<file path="src/rtl/move_scheduler.sv">
// Arbitrates robot moves against obstacle moves with bounded wait fairness
// and a finite obstacle budget. All outputs are registered strobes.
module move_scheduler #(
  parameter int K        = 2,
  parameter int MAX_WAIT = 3,
  parameter int BUDGET   = 31
) (
  input  logic       clk,
  input  logic       rst_n,
  input  logic       robot_req,
  input  logic [3:0] obs_req,
  input  logic       error_in,
  output logic       move_robot,
  output logic       move_obs1_up,
  output logic       move_obs1_down,
  output logic       move_obs1_left,
  output logic       move_obs1_right,
  output logic [5:0] obs_budget,
  output logic       halted
);

  typedef enum logic [1:0] {START, RUN, HALT} state_t;

  localparam logic [2:0] MW  = 3'(MAX_WAIT);
  localparam logic [5:0] BUD = 6'(BUDGET);

  state_t     r_state;
  logic [2:0] r_wait_r;
  logic [2:0] r_wait_o;
  logic [5:0] r_budget;
  logic       r_move_robot;
  logic       r_up;
  logic       r_down;
  logic       r_left;
  logic       r_right;
  logic       r_halted;

  logic       w_robot_vld;
  logic       w_obs_vld;
  logic       w_grant_r;
  logic       w_grant_o;
  logic [2:0] w_wait_r_nxt;
  logic [2:0] w_wait_o_nxt;
  logic       w_unused_k;

  // K only mirrors the planning stage's parameter list.
  assign w_unused_k = (K != 0);

  function automatic logic [2:0] wait_next(input logic granted, input logic valid,
                                           input logic [2:0] cur);
    if (granted || !valid) return 3'd0;
    if (cur >= MW) return MW;
    return cur + 3'd1;
  endfunction

  assign w_robot_vld = robot_req;
  assign w_obs_vld   = (obs_req != 4'd0) && (r_budget != 6'd0);

  // A side that has waited MAX_WAIT cycles is served first; ties favour the robot.
  always_comb begin
    w_grant_r = 1'b0;
    w_grant_o = 1'b0;
    if (w_robot_vld && w_obs_vld) begin
      if (r_wait_r == MW)            w_grant_r = 1'b1;
      else if (r_wait_o == MW)       w_grant_o = 1'b1;
      else if (r_wait_o > r_wait_r)  w_grant_o = 1'b1;
      else                           w_grant_r = 1'b1;
    end else begin
      w_grant_r = w_robot_vld;
      w_grant_o = w_obs_vld;
    end
  end

  assign w_wait_r_nxt = wait_next(w_grant_r, w_robot_vld, r_wait_r);
  assign w_wait_o_nxt = wait_next(w_grant_o, w_obs_vld, r_wait_o);

  always_ff @(posedge clk or negedge rst_n) begin
    if (!rst_n) begin
      r_state      <= START;
      r_wait_r     <= 3'd0;
      r_wait_o     <= 3'd0;
      r_budget     <= BUD;
      r_move_robot <= 1'b0;
      r_up         <= 1'b0;
      r_down       <= 1'b0;
      r_left       <= 1'b0;
      r_right      <= 1'b0;
      r_halted     <= 1'b0;
    end else begin
      r_move_robot <= 1'b0;
      r_up         <= 1'b0;
      r_down       <= 1'b0;
      r_left       <= 1'b0;
      r_right      <= 1'b0;
      case (r_state)
        START: r_state <= RUN;
        RUN: begin
          if (error_in) begin
            r_state  <= HALT;
            r_halted <= 1'b1;
          end else begin
            r_wait_r     <= w_wait_r_nxt;
            r_wait_o     <= w_wait_o_nxt;
            r_move_robot <= w_grant_r;
            // Up beats down and left beats right when both are requested.
            r_up         <= w_grant_o & obs_req[3];
            r_down       <= w_grant_o & ~obs_req[3] & obs_req[2];
            r_left       <= w_grant_o & obs_req[1];
            r_right      <= w_grant_o & ~obs_req[1] & obs_req[0];
            if (w_grant_o) r_budget <= r_budget - 6'd1;
          end
        end
        HALT:    r_state <= HALT;
        default: r_state <= START;
      endcase
    end
  end

  assign move_robot      = r_move_robot;
  assign move_obs1_up    = r_up;
  assign move_obs1_down  = r_down;
  assign move_obs1_left  = r_left;
  assign move_obs1_right = r_right;
  assign obs_budget      = r_budget;
  assign halted          = r_halted;

endmodule
</file>
<file path="config.mk">
export PLATFORM = sky130hd
export DESIGN_NAME = move_scheduler
export DESIGN_NICKNAME = d
export VERILOG_FILES = /design/src/rtl/move_scheduler.sv
export SDC_FILE = /design/constraint.sdc
export NUM_CORES = 1
export LEC_CHECK = 0
export ABC_AREA = 1
export CAP_MARGIN = 10
export CORE_MARGIN = 8
export CORE_UTILIZATION = 48
export CTS_BUF_LIST = sky130_fd_sc_hd__clkbuf_4
export DETAILED_ROUTE_END_ITERATION = 16
export GPL_ROUTABILITY_DRIVEN = 0
export MAX_ROUTING_LAYER = met4
export PLACE_DENSITY_LB_ADDON = 0.05
export SLEW_MARGIN = 20
export SYNTH_ARGS = -nofsm -noshare
export SYNTH_HDL_FRONTEND = slang
export SYNTH_SLANG_ARGS = --single-unit
export TNS_END_PERCENT = 30
</file>
<file path="constraint.sdc">
create_clock -name clk -period 4.2 [get_ports clk]
set_input_delay 0.84 -clock clk [delete_from_list [all_inputs] [get_ports clk]]
set_output_delay 0.84 -clock clk [all_outputs]
set_load 0.01 [all_outputs]
</file>
# Word-level counts from Yosys, hierarchy flattened
# Cells that the tools add are included.
# classes
addsub	3
mul	0
n_div	0
magnitude_cmp	3
n_eq_ne	5
shift	0
n_mux	34
bitwise_logic	9
reduce_logical	12
# ops
op	count
$mux W1	24
$mux W3	8
$add A3 B1 Y3 const B	2
$and A1 B1 Y1	6
$eq A3 B2 Y1 const B	2
$ge A3 B2 Y1 const B	2
$pmux W2 S3	1
$reduce_bool A6 Y1	1
$sub A6 B1 Y6 const B	1
$reduce_and A2 Y1	2
$reduce_bool A4 Y1	1
$gt A3 B3 Y1	1
$not A1 Y1	3
$reduce_and A3 Y1	1
$eq A2 B1 Y1 const B	1
$eq A2 B2 Y1 const B	1
$logic_and A1 B1 Y1	2
$logic_not A1 Y1	2
$logic_not A2 Y1	1
$logic_or A1 B1 Y1	2
$mux W2	1
$ne A2 B2 Y1 const B	1
# totals
register_bits	20
latch_bits	0
ramBits	0
rom_bits	0
input_bits	8
wordCells	76
mem_count	0

# Logic depth before layout (Yosys ltp)
# logic_depth
word_depth	10
mapped_depth	12
ltp_nobuf	12

# Worst setup path after synthesis
# No wires, ideal clock.
# synth_timing
kind	in2reg
from	input obs_req[0]
to	register r_budget[5] (netlist: obs_budget[5])
arrival_ns	1.530
path_slack_ns	2.554
stages	8
path_buffers	0
path_cell_list	nor3_1 > nand2_1 > nand2_2 > nor2_4 > nand2_4 > nand2_4 > nand2_1 > nand2_1
# synth_between
elab_chain_len	5
# synth_rtl
item	line	rtl
from (decl)	11	input logic [3:0] obs_req,
$reduce_bool A4 Y1 *	57	assign w_obs_vld = (obs_req != 4'd0) && (r_budget != 6'd0);
$logic_and A1 B1 Y1 *	57	
$logic_and A1 B1 Y1	63	if (w_robot_vld && w_obs_vld) begin
$mux W1 *	63	
$reduce_and A3 Y1 (no line) *	-	
to (signal assigned)	110	if (w_grant_o) r_budget <= r_budget - 6'd1;
to (decl)	30	logic [5:0] r_budget;
# Every way passes the cells marked *; elsewhere a longest branch is shown, timed or not.
# A chain may end at the register's enable or synchronous reset.

# Worst setup path after layout
# layout_timing
from	register r_budget[3] (netlist: obs_budget[3])
to	output obs_budget[3]
# layout_lines
item	line	rtl
to (decl)	18	output logic [5:0] obs_budget,
# No word-level cell between the ends.

==> results.md <==
* DRC viols at 0
* Fin Setup TNS at 0 ns
* Die area at 0.00418 mm2
* Drt pass-1 iters at 4
* Core area at 0.00223 mm2
* Die height at 64.7 um
* Transition time of the tightest slew-check pin at 0.891 ns
* Clock sink count at 20
* Minimum clock period at 2.27 ns
* CTS Hold Bufs at 0
* CTS Buf Count at 3
* Critical Path AT at 1.43 ns
* Largest net degree at the start of global routing at 21
* Hold path depth at 2
* Cell Area, Synth at 0.00114 mm2
* Initial DRC count at 44
* Post-CTS setup buffers at 0
* Drt wl/cell at 12.2 um
* PostCTS Resize Cnt at 0
* Status: completed
* Largest stage delay, worst path at 0.59 ns
* Switch share at 25.3%
* Max-slew headroom at 40.4%
* Net Switching at 113 uW
* Number of global-route vias before repair at 905
* Cells after synthesis at 134
* Combinational Power Share at 17.8%
* Initial antenna violation count at 0
* Worst-path clk slew at 0.12 ns
* Routed vias at 914
* Worst Hold Path EP: obs_budget[0]$_DFFE_PN1P_
* Pwr/cell area at 317 mW/mm2
* Finished layout cell area at ~0.0014 mm2
* Post-route clock period utilization at 54.1%
* Endpoint class of the critical path: primary output
* MaxCap Viol Count at 0
* Synth top area share at 33.0%
* Top post-synthesis cells by area: dfrtp_1 33%, dfstp_2 12%, ha_1 11%, nand2_1 10%, inv_1 7.3%
* Post-synth cell types at 21
* Fmax at 440 MHz
* GR Util All Layers at 12.0%
* Final Hold Fails at 0
* Flop-to-flop setup slack at 2.53 ns
* Htree depth at 1
* TritonCTS clock tree: done
* Peak supply drop at 0.000252 V
* Die width at between 60 and 70 um
* Max clock buf depth at 2
* # setup viols final at 0
* LEAKAGE at 0.684 nW
* Synthesized net count at 152
* Final WL at ~2300 um
* Avg Inst Size Synth at 8.49 um2
* Clock group share of total power at 34.7%
* Antenna-violating nets left at 0
* Number of port buffers at 19
* Vias/cell at approximately 5.0
* Diode count at 0
* Worst reg2reg path depth at 8
* Worst r2r src: obs_budget[0]$_DFFE_PN1P_
* GR Overflow Total at 0
* Register bit total from synthesis at 20
* Worst R2R End: obs_budget[5]$_DFFE_PN0P_
* Worst Setup Path Type: flop to primary output
* HP Class: flop to flop
* Row count at 17
* Initial Utilization at 50.9%
* # IOs at 20
* Fin. max-slew vios at 0
* Layout area overhead at 23.4%
* Setup Skew at 0.0109 ns
* Seq/Total Area, Yosys at around 45%
* Worst-path cell chain: clkdlybuf4s50_1
* CP max FO at 5
* Nets at 175
* CTS Root Cell: clkbuf_4
* Critical path origin: obs_budget[3]$_DFFE_PN1P_
* Crit-path leading delay family: flip-flops
* Worst-skew pair later-pin latency at 0.30 ns
* Ratio of cells with drive above 1 in the final layout at 10.3%
* Yosys warning count at 0
* RSZ-0062 raised after global routing: no
* Required @ worst endpoint at 3.36 ns
* Reg power frac at around 48%
* CP max-delay cell: dfstp_2
* First-pass GRT wire length at 3930 um
* Tot Pwr at 446 uW
* Startpoint Class: flop
* Largest area contributor in the netlist: dfrtp_1
* Internal power at 333 uW
* Dpl hpwl at roughly 1700 um
* Area post-placement at between 0.001 and 0.0015 mm2
* Buf/Inv on CP at 1
* Hold_sp: obs_budget[0]$_DFFE_PN1P_
-- power groups by stage --
stage / clock (mW) / combinational, mW / sequential [mW]
global placement: 0 / 0.0768 / 0.214
global route: 0.166 / 0.0905 / 0.213
CTS: 0.161 / 0.0801 / 0.211
detailed placement: 0 / 0.0795 / 0.215
finish: 0.155 / 0.0795 / 0.212
floorplan: 0 / 0.0569 / 0.215
-- how the worst max path moves through the flow --
stage                                           end  cells after the start
after floorplan           obs_budget[5]$_DFFE_PN0P_                      8
after global placement      r_wait_o[2]$_DFFE_PN0P_                      5
after detailed placement  obs_budget[5]$_DFFE_PN0P_                      7
after CTS                             obs_budget[3]                      1
after global routing                  obs_budget[3]                      1
final                                 obs_budget[3]                      1
-- layout by cell type (no fill, tap or decap), types with 3 or more instances in the layout --
master / count
nand3_1: 14
o21ai_0: 8
inv_1: 22
ha_1: 10
dfstp_2: 5
clkbuf_4: 3
dfrtp_1: 15
xor2_1: 3
clkdlybuf4s50_1: 19
nor2_4: 3
nor2_1: 8
nand2_1: 31
-- cells in the mapped netlist, drive strengths merged --
| master | instances |
|---|---|
| a21o | 1 |
| a21oi | 1 |
| buf | 1 |
| dfrtp | 15 |
| dfstp | 5 |
| ha | 10 |
| inv | 23 |
| nand2 | 34 |
| nand3 | 14 |
| nand4 | 2 |
| nor2 | 11 |
| nor3 | 2 |
| o21ai | 8 |
| o22ai | 2 |
| or3 | 1 |
| xnor2 | 1 |
| xor2 | 3 |
-- logic make-up after synthesis --
| family | Yosys count | share of synthesized area [%] |
|---|---|---|
| and+or+nand+nor | 64 | 27.1 |
| xor gates and xnor gates | 4 | 3.08 |
| buffers and inverters | 24 | 8.58 |
| adders and majority gates | 10 | 11.0 |
| AOI/OAI and AO/OA | 12 | 5.72 |
| DFF | 20 | 44.6 |
-- cell type report --
cell class | instances | area (um2)
tap | 28 | 35.0
sequential | 20 | 507
clock buffer | 3 | 22.5
inverter | 23 | 86.3
timing repair buffer | 19 | 190
clock inverter | 1 | 30.0
multi-input combinational | 90 | 533
fill | 198 | 830
-- state kept, by name, indices dropped and copies added, names as in the netlist --
signal           flops
halted               1
r_wait_r             3
move_obs1_right      1
move_obs1_up         1
r_wait_o             3
move_obs1_down       1
move_obs1_left       1
move_robot           1
r_state              2
obs_budget           6
-- metrics by stage --
stage | util [%] | setup slack, ns | hold slack [ns] | std cells
final | 62.9 | 1.93 | 0.484 | 184
after global placement | 60.5 | 1.97 | 0.441 | 180
after floorplan | - | 2.55 | 0.449 | 134
after global routing | 62.9 | 1.87 | 0.511 | 184
after detailed placement | 60.5 | 1.97 | 0.462 | 180
after CTS | 62.9 | 1.91 | 0.486 | 184
-- layer usage --
layer | vias to the layer above | track usage [%] | wire length [um] | share of wire (%)
li1 | 467 | - | - | -
met1 | 429 | 13.5 | 1070 | 47
met2 | 13 | 19.4 | 1060 | 47
met3 | 5 | 3.26 | 80 | 3.6
met4 | 0 | 5.72 | 44 | 2.0
met5 | - | - | 0 | 0
No activity file was read; power rests on OpenSTA's default activity.
